[src/rtl/serial_adder_pkg.sv]
// rtl/serial_adder_pkg.sv - shared state encodings and default width for serial_adder
package serial_adder_pkg;

    localparam int SA_DEFAULT_WIDTH = 8;

    typedef enum logic [1:0] {
        ST_IDLE  = 2'd0,
        ST_SHIFT = 2'd1,
        ST_DONE  = 2'd2
    } sa_state_e;

endpackage

[src/rtl/full_adder.sv]
// rtl/full_adder.sv - single-bit full adder cell
module full_adder (
    input  logic a,
    input  logic b,
    input  logic cin,
    output logic sum,
    output logic cout
);

    assign sum  = a ^ b ^ cin;
    assign cout = (a & b) | (cin & (a ^ b));

endmodule

[src/rtl/serial_adder.sv]
// rtl/serial_adder.sv - bit-serial LSB-first adder with start/busy/done handshake
// Optional SERIAL_ADDER_OVF_EN adds a registered signed-overflow output ovf.
module serial_adder
    import serial_adder_pkg::*;
#(
    parameter int WIDTH = SA_DEFAULT_WIDTH
) (
    input  logic             clk,
    input  logic             rst_n,
    input  logic             start,
    input  logic [WIDTH-1:0] a,
    input  logic [WIDTH-1:0] b,
    input  logic             cin,
    output logic             busy,
    output logic             done,
    output logic [WIDTH-1:0] sum,
`ifdef SERIAL_ADDER_OVF_EN
    output logic             cout,
    output logic             ovf
`else
    output logic             cout
`endif
);

    localparam int CW = $clog2(WIDTH);
    localparam logic [CW-1:0] LAST = CW'(WIDTH - 1);

    sa_state_e        state;
    logic [WIDTH-1:0] sh_a;
    logic [WIDTH-1:0] sh_b;
    // Holds the upper WIDTH-1 partial sum bits; the newest bit is appended in s_next.
    logic [WIDTH-2:0] sh_s;
    logic             carry;
    logic [CW-1:0]    cnt;
    logic             fa_sum;
    logic             fa_cout;
    logic [WIDTH-1:0] s_next;

    full_adder u_fa (
        .a   (sh_a[0]),
        .b   (sh_b[0]),
        .cin (carry),
        .sum (fa_sum),
        .cout(fa_cout)
    );

    assign s_next = {fa_sum, sh_s};

    always_ff @(posedge clk or negedge rst_n) begin
        if (!rst_n) begin
            state <= ST_IDLE;
            sh_a  <= '0;
            sh_b  <= '0;
            sh_s  <= '0;
            carry <= 1'b0;
            cnt   <= '0;
            busy  <= 1'b0;
            done  <= 1'b0;
            sum   <= '0;
            cout  <= 1'b0;
`ifdef SERIAL_ADDER_OVF_EN
            ovf   <= 1'b0;
`endif
        end else begin
            case (state)
                ST_IDLE, ST_DONE: begin
                    done <= 1'b0;
                    if (start) begin
                        sh_a  <= a;
                        sh_b  <= b;
                        sh_s  <= '0;
                        carry <= cin;
                        cnt   <= '0;
                        busy  <= 1'b1;
                        state <= ST_SHIFT;
                    end else begin
                        state <= ST_IDLE;
                    end
                end
                ST_SHIFT: begin
                    sh_a  <= sh_a >> 1;
                    sh_b  <= sh_b >> 1;
                    sh_s  <= s_next[WIDTH-1:1];
                    carry <= fa_cout;
                    if (cnt == LAST) begin
                        sum   <= s_next;
                        cout  <= fa_cout;
`ifdef SERIAL_ADDER_OVF_EN
                        // carry still holds the carry into the MSB on this edge
                        ovf   <= carry ^ fa_cout;
`endif
                        busy  <= 1'b0;
                        done  <= 1'b1;
                        state <= ST_DONE;
                    end else begin
                        cnt <= cnt + CW'(1);
                    end
                end
                default: begin
                    busy  <= 1'b0;
                    done  <= 1'b0;
                    state <= ST_IDLE;
                end
            endcase
        end
    end

endmodule

[config.mk]
export PLATFORM = sky130hd
export DESIGN_NAME = serial_adder
export DESIGN_NICKNAME = d
export VERILOG_FILES = /design/src/rtl/serial_adder_pkg.sv /design/src/rtl/full_adder.sv /design/src/rtl/serial_adder.sv
export SDC_FILE = /design/constraint.sdc
export NUM_CORES = 1
export LEC_CHECK = 0
export ABC_AREA = 1
export BUFFER_PORTS_ARGS = -buffer_cell sky130_fd_sc_hd__buf_2
export CORE_ASPECT_RATIO = 0.6
export CORE_UTILIZATION = 49
export DETAILED_ROUTE_END_ITERATION = 10
export GPL_TIMING_DRIVEN = 0
export HOLD_SLACK_MARGIN = 0.15
export PLACE_DENSITY_LB_ADDON = 0.15
export SETUP_SLACK_MARGIN = 0.4
export SYNTH_ARGS = -nofsm -noshare
export SYNTH_HDL_FRONTEND = slang
export SYNTH_SLANG_ARGS = --single-unit
export TNS_END_PERCENT = 50
[constraint.sdc]
create_clock -name clk -period 1.3 [get_ports clk]
set_clock_uncertainty 0.1 [all_clocks]
set_input_delay 0.065 -clock clk [delete_from_list [all_inputs] [get_ports clk]]
set_output_delay 0.065 -clock clk [all_outputs]
set_load 0.01 [all_outputs]
# After elaboration in Yosys (flattened, before gate mapping)
# Cells that the tools add are included.
dict set report classes {
  add_sub_neg 1
  n_mul 0
  n_div 0
  magnitude_cmp 0
  n_eq_ne 6
  shifts 0
  mux 19
  bitwise 5
  reduce_logical 7
}
# op n
set ops {}
lappend ops {{$pmux 8 s2} 2}
lappend ops {{$mux 8} 2}
lappend ops {{$pmux 7 s2} 1}
lappend ops {{$mux 7} 1}
lappend ops {{$mux 1} 6}
lappend ops {{$mux 3} 2}
lappend ops {{$ne 2x2->1 const B} 3}
lappend ops {{$pmux 3 s2} 1}
lappend ops {{$reduce_and 2->1} 3}
lappend ops {{$pmux 1 s2} 2}
lappend ops {{$pmux 2 s2} 1}
lappend ops {{$add 3x1->3 const B} 1}
lappend ops {{$eq 3x3->1 const B} 1}
lappend ops {{$reduce_and 3->1} 1}
lappend ops {{$and 1x1->1} 2}
lappend ops {{$eq 2x1->1 const B} 1}
lappend ops {{$eq 2x2->1 const B} 1}
lappend ops {{$logic_not 2->1} 1}
lappend ops {{$mux 2} 1}
lappend ops {{$reduce_bool 2->1} 1}
lappend ops {{$reduce_or 2->1} 1}
lappend ops {{$xor 1x1->1} 2}
lappend ops {{$or 1x1->1} 1}
dict set report word_totals {
  regBits 40
  latchBits 0
  ramBits 0
  rom_bits 0
  input_bits 20
  output_inout_bits 11
  elab_cells 48
  memories 0
}

# Depth between registers and ports, before layout
# Gate-level depths: netlist of the first run.
dict set report depth {
  depth_word 4
  depth_mapped 7
  mapped_depth_nobuf 7
}

# Modules after synthesis
# From an unflattened synthesis of the first run, not the netlist that was laid out.
dict set report unflattened {
  cells_unflattened 226
  hier_area_um2 1859.3
}
# module instances cells_per_inst area_each_um2 seq_area_each_um2
set modules_own_cells {}
lappend modules_own_cells {serial_adder 1 225 1839.3 975.9}
lappend modules_own_cells {full_adder 1 1 20.0 0.0}

# Worst setup path before layout of the first run
# Ideal clock, no wire load.
dict set report synth_timing {
  path_type {flip-flop to flip-flop}
  start {register cnt[0]}
  end {register cnt[0]}
  setup_ps 118
  t_arrival_ps 1153
  t_required_ps 1082
  setup_slack_ps -71
  stages_incl_launch_ff 7
  n_path_buf 0
  period_less_slack_ps 1371
  path_cell_list {dfrtp_1 -> ha_1 -> ha_1 -> inv_1 -> nand3_1 -> nand3_1 -> nand2_1}
}
dict set report synth_between {
  elab_chain_len 3
  elab_cells_between_ends 6
  cone_classes {1 x add/sub; 2 x eq/ne; 2 x mux; 1 x reduce/logical}
}
# item line
set synth_lines {}
lappend synth_lines {{start, declared} serial_adder.sv:34} ;# logic [CW-1:0] cnt;
lappend synth_lines {{start signal, assigned} serial_adder.sv:96} ;# cnt <= cnt + CW'(1);
lappend synth_lines {{$add 3x1->3 or $eq 3x3->1 (tied branches)} {serial_adder.sv:96, serial_adder.sv:85}}
lappend synth_lines {{$mux 3 or $ne 2x2->1 (tied branches)} -}
lappend synth_lines {{$pmux 3 s2 or $reduce_and 3->1 (tied branches)} -}
# Several ways; a longest one is shown, not always the timed one. The select of a mux whose other input is x is not followed.
# A chain may end at the register's enable or synchronous reset.

# Final worst setup path of the first run
# Ends and elaborated chain as after synthesis.

==> results of run 1 <==
==> Yosys cell counts <==
cell type and count:
buf_2 6, inv_1 42, clkbuf_1 1, fa_1 1, ha_1 2, o21ai_1 13
nor2_4 1, o21ai_0 4, nand4_1 3, nand2_2 3, nand2_1 72, nand2_4 1
buf_4 1, buf_6 1, nand3_1 34, inv_2 2, dfrtp_1 39
==> report_power, final <==
| part | internal, mW | switching (mW) |
|---|---|---|
| Clock | 0.485 | 0.420 |
| Combinational | 1.74 | 2.08 |
| Sequential | 1.80 | 0.383 |
| Total | 4.03 | 2.88 |
==> flip-flops by register name, summed over array words and instances, names as in the netlist <==
name / flops
done: 1
cout: 1
sh_a: 8
cnt: 3
state: 1
sh_s: 7
busy: 1
carry: 1
sh_b: 8
sum: 8
==> worst max-delay path: cells and delay by family (launching register included) <==
family	cells	cell delay, ps
DFF	1	420
adders and majority gates	2	360
and+or+nand+nor	3	250
buffers and inverters	1	80
==> cells by family after synthesis <==
logic type,count (synthesis)
AO/OA/AOI/OAI,17
adder cells (fa/ha/maj),3
buffers and inverters,53
AND/OR/NAND/NOR,114
flip-flops,39
==> layout make-up <==
class                           instances  area (sq um)  share of cell area [%]
Buffer                                  9          98.8                    3.56
Clock buffer                            8           100                    3.60
Inverter                               44           178                    6.39
Multi-Input combinational cell        134           823                    29.6
Sequential cell                        39           978                    35.2
Tap cell                               45          56.3                    2.03
Timing Repair Buffer                   69           546                    19.6
==> per-stage QoR <==
step / util (%) / hold slack [ps] / worst slack, ps / area [sq um] / std cells
after global routing: 81.7 / -141 / -76.1 / 2780 / 348
after detailed placement: 61.4 / 128 / -68.3 / 2090 / 301
after CTS: 78.7 / -191 / 1.05 / 2680 / 343
after global placement: 61.4 / 117 / -57.1 / 2090 / 301
final: 81.7 / -218 / -24.4 / 2780 / 348
after floorplan: - / -331 / 74.9 / 1880 / 226
==> routing by layer <==
metal | wire length, um | part of all wire (%) | GRT usage (%) | up-vias
met3 | 424 | 8.2 | 6.36 | 16
li1 | - | - | - | 849
met2 | 2390 | 46 | 44.9 | 68
met4 | 154 | 3.0 | 13.4 | 0
met1 | 2220 | 43 | 39.4 | 834
met5 | 0 | 0 | 0 | -
==> worst max-delay path by stage <==
stage / endpoint
after floorplan: sh_s[6]
after global placement: sum[6]
after detailed placement: sum[6]
after CTS: sum[6]
after global routing: busy
final: cnt[0]
==> repair_timing <==
action	4_1_cts	5_1_grt
pin swaps	22	6
setup endpoints to repair	50	50
resized for setup	42	17
cloned	4	0
endpoints found under the hold margin	58	39
setup buffers	13	5
==> metrics.md, run 1 <==
| Metric | Value |
|---|---|
| Status | `finished, violations left` |
| Failing checks | `negative hold slack, negative setup slack` |
| Synth cell types | `17` |
| ANT cells | `0` |
| Most frequent cells in the layout | `nand2_1 (60), inv_1 (39), dfrtp_1 (37), buf_2 (30), nand3_1 (19)` |
| Residual DRC count | `0` |
| CP Launch Type | `flip-flop` |
| Worst Tran Pin Value | `858 ps` |
| Tot Pwr | `6.91 mW` |
| Pre-antenna DRT Iters | `4` |
| Largest family of logic cells by synthesized area | `simple AND/OR/NAND/NOR gates` |
| Clock sink count | `39` |
| Clock-pin slew on the worst setup and hold paths | `80 ps` |
| FF-to-FF End | `cnt[0]` |
| Mux cell area share after synthesis | `0%` |
| Final Setup Violations | `3` |
| Synth Warn # | `0` |
| Seq/Total Area, Yosys | `53.5%` |
| Synth Cell Area | `1820 sq um` |
| Unrepaired setup endpoints after global routing | `true` |
| Synth Net Count | `249` |
| TritonCTS clock tree | `yes` |
| Max Freq | `0.755 GHz` |
| Relative slew slack | `42.8%` |
| Setup TNS | `-56.2 ps` |
| Hold Fails Final Rpt | `39` |
| Die Y | `49.3 um` |
| Crit-path max cell delay | `420 ps` |
| Clock Path Buffers | `2` |
| Starting Density | `53.6%` |
| Crit path capture type | `flip-flop` |
| Mapped Cells | `226` |
| Worst path slowest cell | `dfrtp_1` |
| Die area | `3980 sq um` |
| H-Tree Level Count | `2` |
| CP startpoint | `cnt[0]` |
| CTS Buf Count | `5` |
| Initial antenna violation count | `0` |
| Max Slew Vio Count | `0` |
| Setup ws final | `-24.4 ps` |
| CP Max Fanout | `5` |
| PortBufs | `30` |
| Adder-cell area share of the yosys netlist | `2.47%` |
| Top post-synthesis cells by area | `dfrtp_1 (53%), nand2_1 (15%), nand3_1 (9.3%), inv_1 (8.6%), o21ai_1 (3.6%)` |
| Flop and latch count out of synthesis | `39` |
| DRT antenna net count | `0` |
| WP data arrival | `1410 ps` |
| R2r worst-path depth | `6` |
| DPL Wire Length | `2610 um` |
| Post-synth top area cell | `dfrtp_1` |
| Core area | `3400 sq um` |
| P_leak | `1.51 nW` |
| Starting DRT DRC Count | `71` |
| Total number of vias | `1767` |
| Layout cells sized above 1 | `37.3%` |
| Max VDD drop | `1.27 mV` |
| Cts hold-fix bufs | `17` |
| Root Buffer Master | `clkbuf_8` |
| Most used cell, CP | `ha_4` |
| Tightest Hold Check Type | `input port to asynchronous set/reset pin` |
| Area Growth Syn to Fin | `52.4%` |
| Synth Area in Compound Gates | `4.66%` |
| Final period util | `102%` |
| Clk_lat worst skew | `290 ps` |
| Total global routing overflow | `0` |
| DR WL/cell | `14.9 um` |
| Largest net degree at the start of global routing | `40` |
| Simple-gate share of the synthesized area | `27.4%` |
| Worst R2R Start | `cnt[0]` |
| Synth Area in XOR/XNOR | `0%` |
| First-pass GRT wire length | `8280 um` |
| Fillcell total | `199` |
| Io pins | `31` |
| Vias/cell | `5.08` |
| Placer Congestion | `0.792` |
| Number of global-route vias before repair | `1730` |
| Pwr dens | `2490 nW/um^2` |
| Total Wirelength | `5190 um` |
| Crit path cell chain | `ha_4, ha_4, inv_4, nand3_4, nand3_2, nand2_1` |
| Share of the synthesized area in the top cell type | `53.5%` |
| WHS | `-218 ps` |
| Row cnt | `16` |
| Tmin final | `1320 ps` |
| R2r setup slk | `-20 ps` |
| Avg Inst Size Synth | `8.07 sq um` |
| Setup CP Type | `flip-flop to flip-flop` |
| # nets final | `325` |
| Commonest non-fill, non-tap cell in the layout | `nand2_1` |
| Max cap viols | `0` |
| Total track usage | `29.2%` |
| Worst EP required | `1380 ps` |
| Die width | `80.8 um` |
Power figures use the tool's default switching activity.
==> inputs of run 2 (changes only) <==
==> constraint.sdc (replaced) <==
create_clock -name clk -period 1.2 [get_ports clk]
set_clock_uncertainty 0.1 [all_clocks]
set_input_delay 0.06 -clock clk [delete_from_list [all_inputs] [get_ports clk]]
set_output_delay 0.06 -clock clk [all_outputs]
set_load 0.01 [all_outputs]
==> run 2 against run 1 <==
- clock power is 10% higher
- critical path type unchanged
- the flow still finishes with violations (negative hold slack, negative setup slack)
- die area stayed put
- critical endpoint is now cnt[1]
- count of clock-buffer cells in the layout stayed put
==> metrics.md, run 2 (synthesis gave the netlist of run 1 again) <==
| Metric | Value |
|---|---|
| Status | `finished, violations left` |
| Failing checks | `negative hold slack, negative setup slack` |
| Clock Path Buffers | `2` |
| Post-route cell area | `2650 sq um` |
| Pwr dens | `2840 nW/um^2` |
| Crit path capture type | `flip-flop` |
| H-Tree Level Count | `2` |
| Starting DRT DRC Count | `96` |
| PortBufs | `30` |
| CP startpoint | `cnt[1]` |
| Setup CP Type | `flip-flop to flip-flop` |
| WHS | `-230 ps` |
| Most frequent cells in the layout | `nand2_1 (58), inv_1 (38), dfrtp_1 (37), buf_2 (30), nand3_1 (22)` |
| Root Buffer Master | `clkbuf_8` |
| Setup ws final | `-166 ps` |
| Fillcell total | `224` |
| Pre-CTS worst setup slack | `-168 ps` |
| Total number of vias | `1729` |
| Die Y | `49.3 um` |
| Worst Tran Pin Value | `870 ps` |
| DRT antenna net count | `0` |
| Post-place instance area | `2090 sq um` |
| Max Slew Vio Count | `0` |
| Max Freq | `0.732 GHz` |
| Final period util | `114%` |
| Total global routing overflow | `0` |
| Number of global-route vias before repair | `1612` |
| Io pins | `31` |
| Placer Congestion | `0.792` |
| Starting Density | `53.6%` |
| Worst EP required | `1300 ps` |
| Area Growth Syn to Fin | `45.0%` |
| TritonCTS clock tree | `yes` |
| Initial antenna violation count | `0` |
| First-pass GRT wire length | `7890 um` |
| Residual DRC count | `0` |
| Hold Fails Final Rpt | `47` |
| CP Launch Type | `flip-flop` |
| P_leak | `1.45 nW` |
| Die area | `3980 sq um` |
| Clk_lat worst skew | `300 ps` |
| FF/Latch Area | `978 sq um` |
| Worst R2R Start | `cnt[1]` |
| Cts hold-fix bufs | `2` |
| Unrepaired setup endpoints after global routing | `true` |
| CP Max Fanout | `5` |
| Commonest non-fill, non-tap cell in the layout | `nand2_1` |
| DR WL/cell | `15.2 um` |
| Row cnt | `16` |
| Pre-antenna DRT Iters | `4` |
| Area of the multi-input gates | `850 sq um` |
| Clock sink count | `39` |
| Clock-pin slew on the worst setup and hold paths | `80 ps` |
| Core area | `3400 sq um` |
| Final Setup Violations | `33` |
| Max VDD drop | `1.43 mV` |
| Relative slew slack | `42.0%` |
| Largest net degree at the start of global routing | `40` |
| Total track usage | `27.8%` |
| Top Registers | `sh_a x8, sh_b x8, sum x8` |
| # nets final | `309` |
| Final core utilization | `77.7%` |
| Tightest Hold Check Type | `input port to asynchronous set/reset pin` |
| Tmin final | `1370 ps` |
| Max cap viols | `0` |
| Vias/cell | `5.21` |
| DPL Wire Length | `2610 um` |
| Final Non-Filler Cells | `332` |
| Die width | `80.8 um` |
| ANT cells | `0` |
| Total Wirelength | `5050 um` |
| Layout cells sized above 1 | `41.8%` |
| WP data arrival | `1460 ps` |
| CTS Buf Count | `5` |
| DP Cell Count | `301` |
-- run 2: metal layers --
metal	global-route usage [%]	up-vias	wire [um]
met3	6.73	12	368
met2	40.4	66	2340
met1	38.8	830	2210
li1	-	821	-
met4	14.0	0	125
met5	0	-	0
-- run 2: repair_timing --
action	CTS	global route
endpoints found under the setup margin	50	50
setup buffers	13	3
pin swaps	25	7
endpoints found under the hold margin	59	56
resized for setup	46	23
gates cloned	4	1
-- run 2: metrics by stage --
stage | power, mW | TNS [ps]
finish | 7.52 | -2630
floorplan | 4.23 | -150
global route | 8.02 | -3810
detailed placement | 4.97 | -4220
global placement | 4.87 | -3370
CTS | 7.00 | -1400
-- run 2: worst paths after layout --
check / slack [ps] / endpoint / cells after the start
max: -170 / cnt[1] / 6
min reg2reg: 380 / sh_b[3] / 2
max in group asynchronous: 630 / done / 1
max reg2reg: -170 / cnt[1] / 6
min in group clk: -40 / sh_a[6] / 5
min: -230 / cnt[0] / 1
-- run 2: critical path, cell delays in order (launching register included) --
cell and delay [ps]:
dfrtp_1 400, ha_2 210, ha_4 200, inv_4 90, nand3_4 110, nand3_1 100
nand2_1 50
-- run 2: area by class of cell --
| type | count | area share (%) |
|---|---|---|
| Sequential cell | 39 | 37.0 |
| Clock buffer | 8 | 3.78 |
| Buffer | 9 | 3.74 |
| Timing Repair Buffer | 52 | 14.5 |
| Inverter | 44 | 6.72 |
| Multi-Input combinational cell | 135 | 32.1 |
| Tap cell | 45 | 2.13 |
-- run 2: power breakdown --
group / switching, mW / internal [mW] / leakage [nW]
clock: 0.477 / 0.525 / 0.0515
combinational: 2.30 / 1.85 / 0.918
sequential: 0.414 / 1.95 / 0.481
total: 3.19 / 4.33 / 1.45
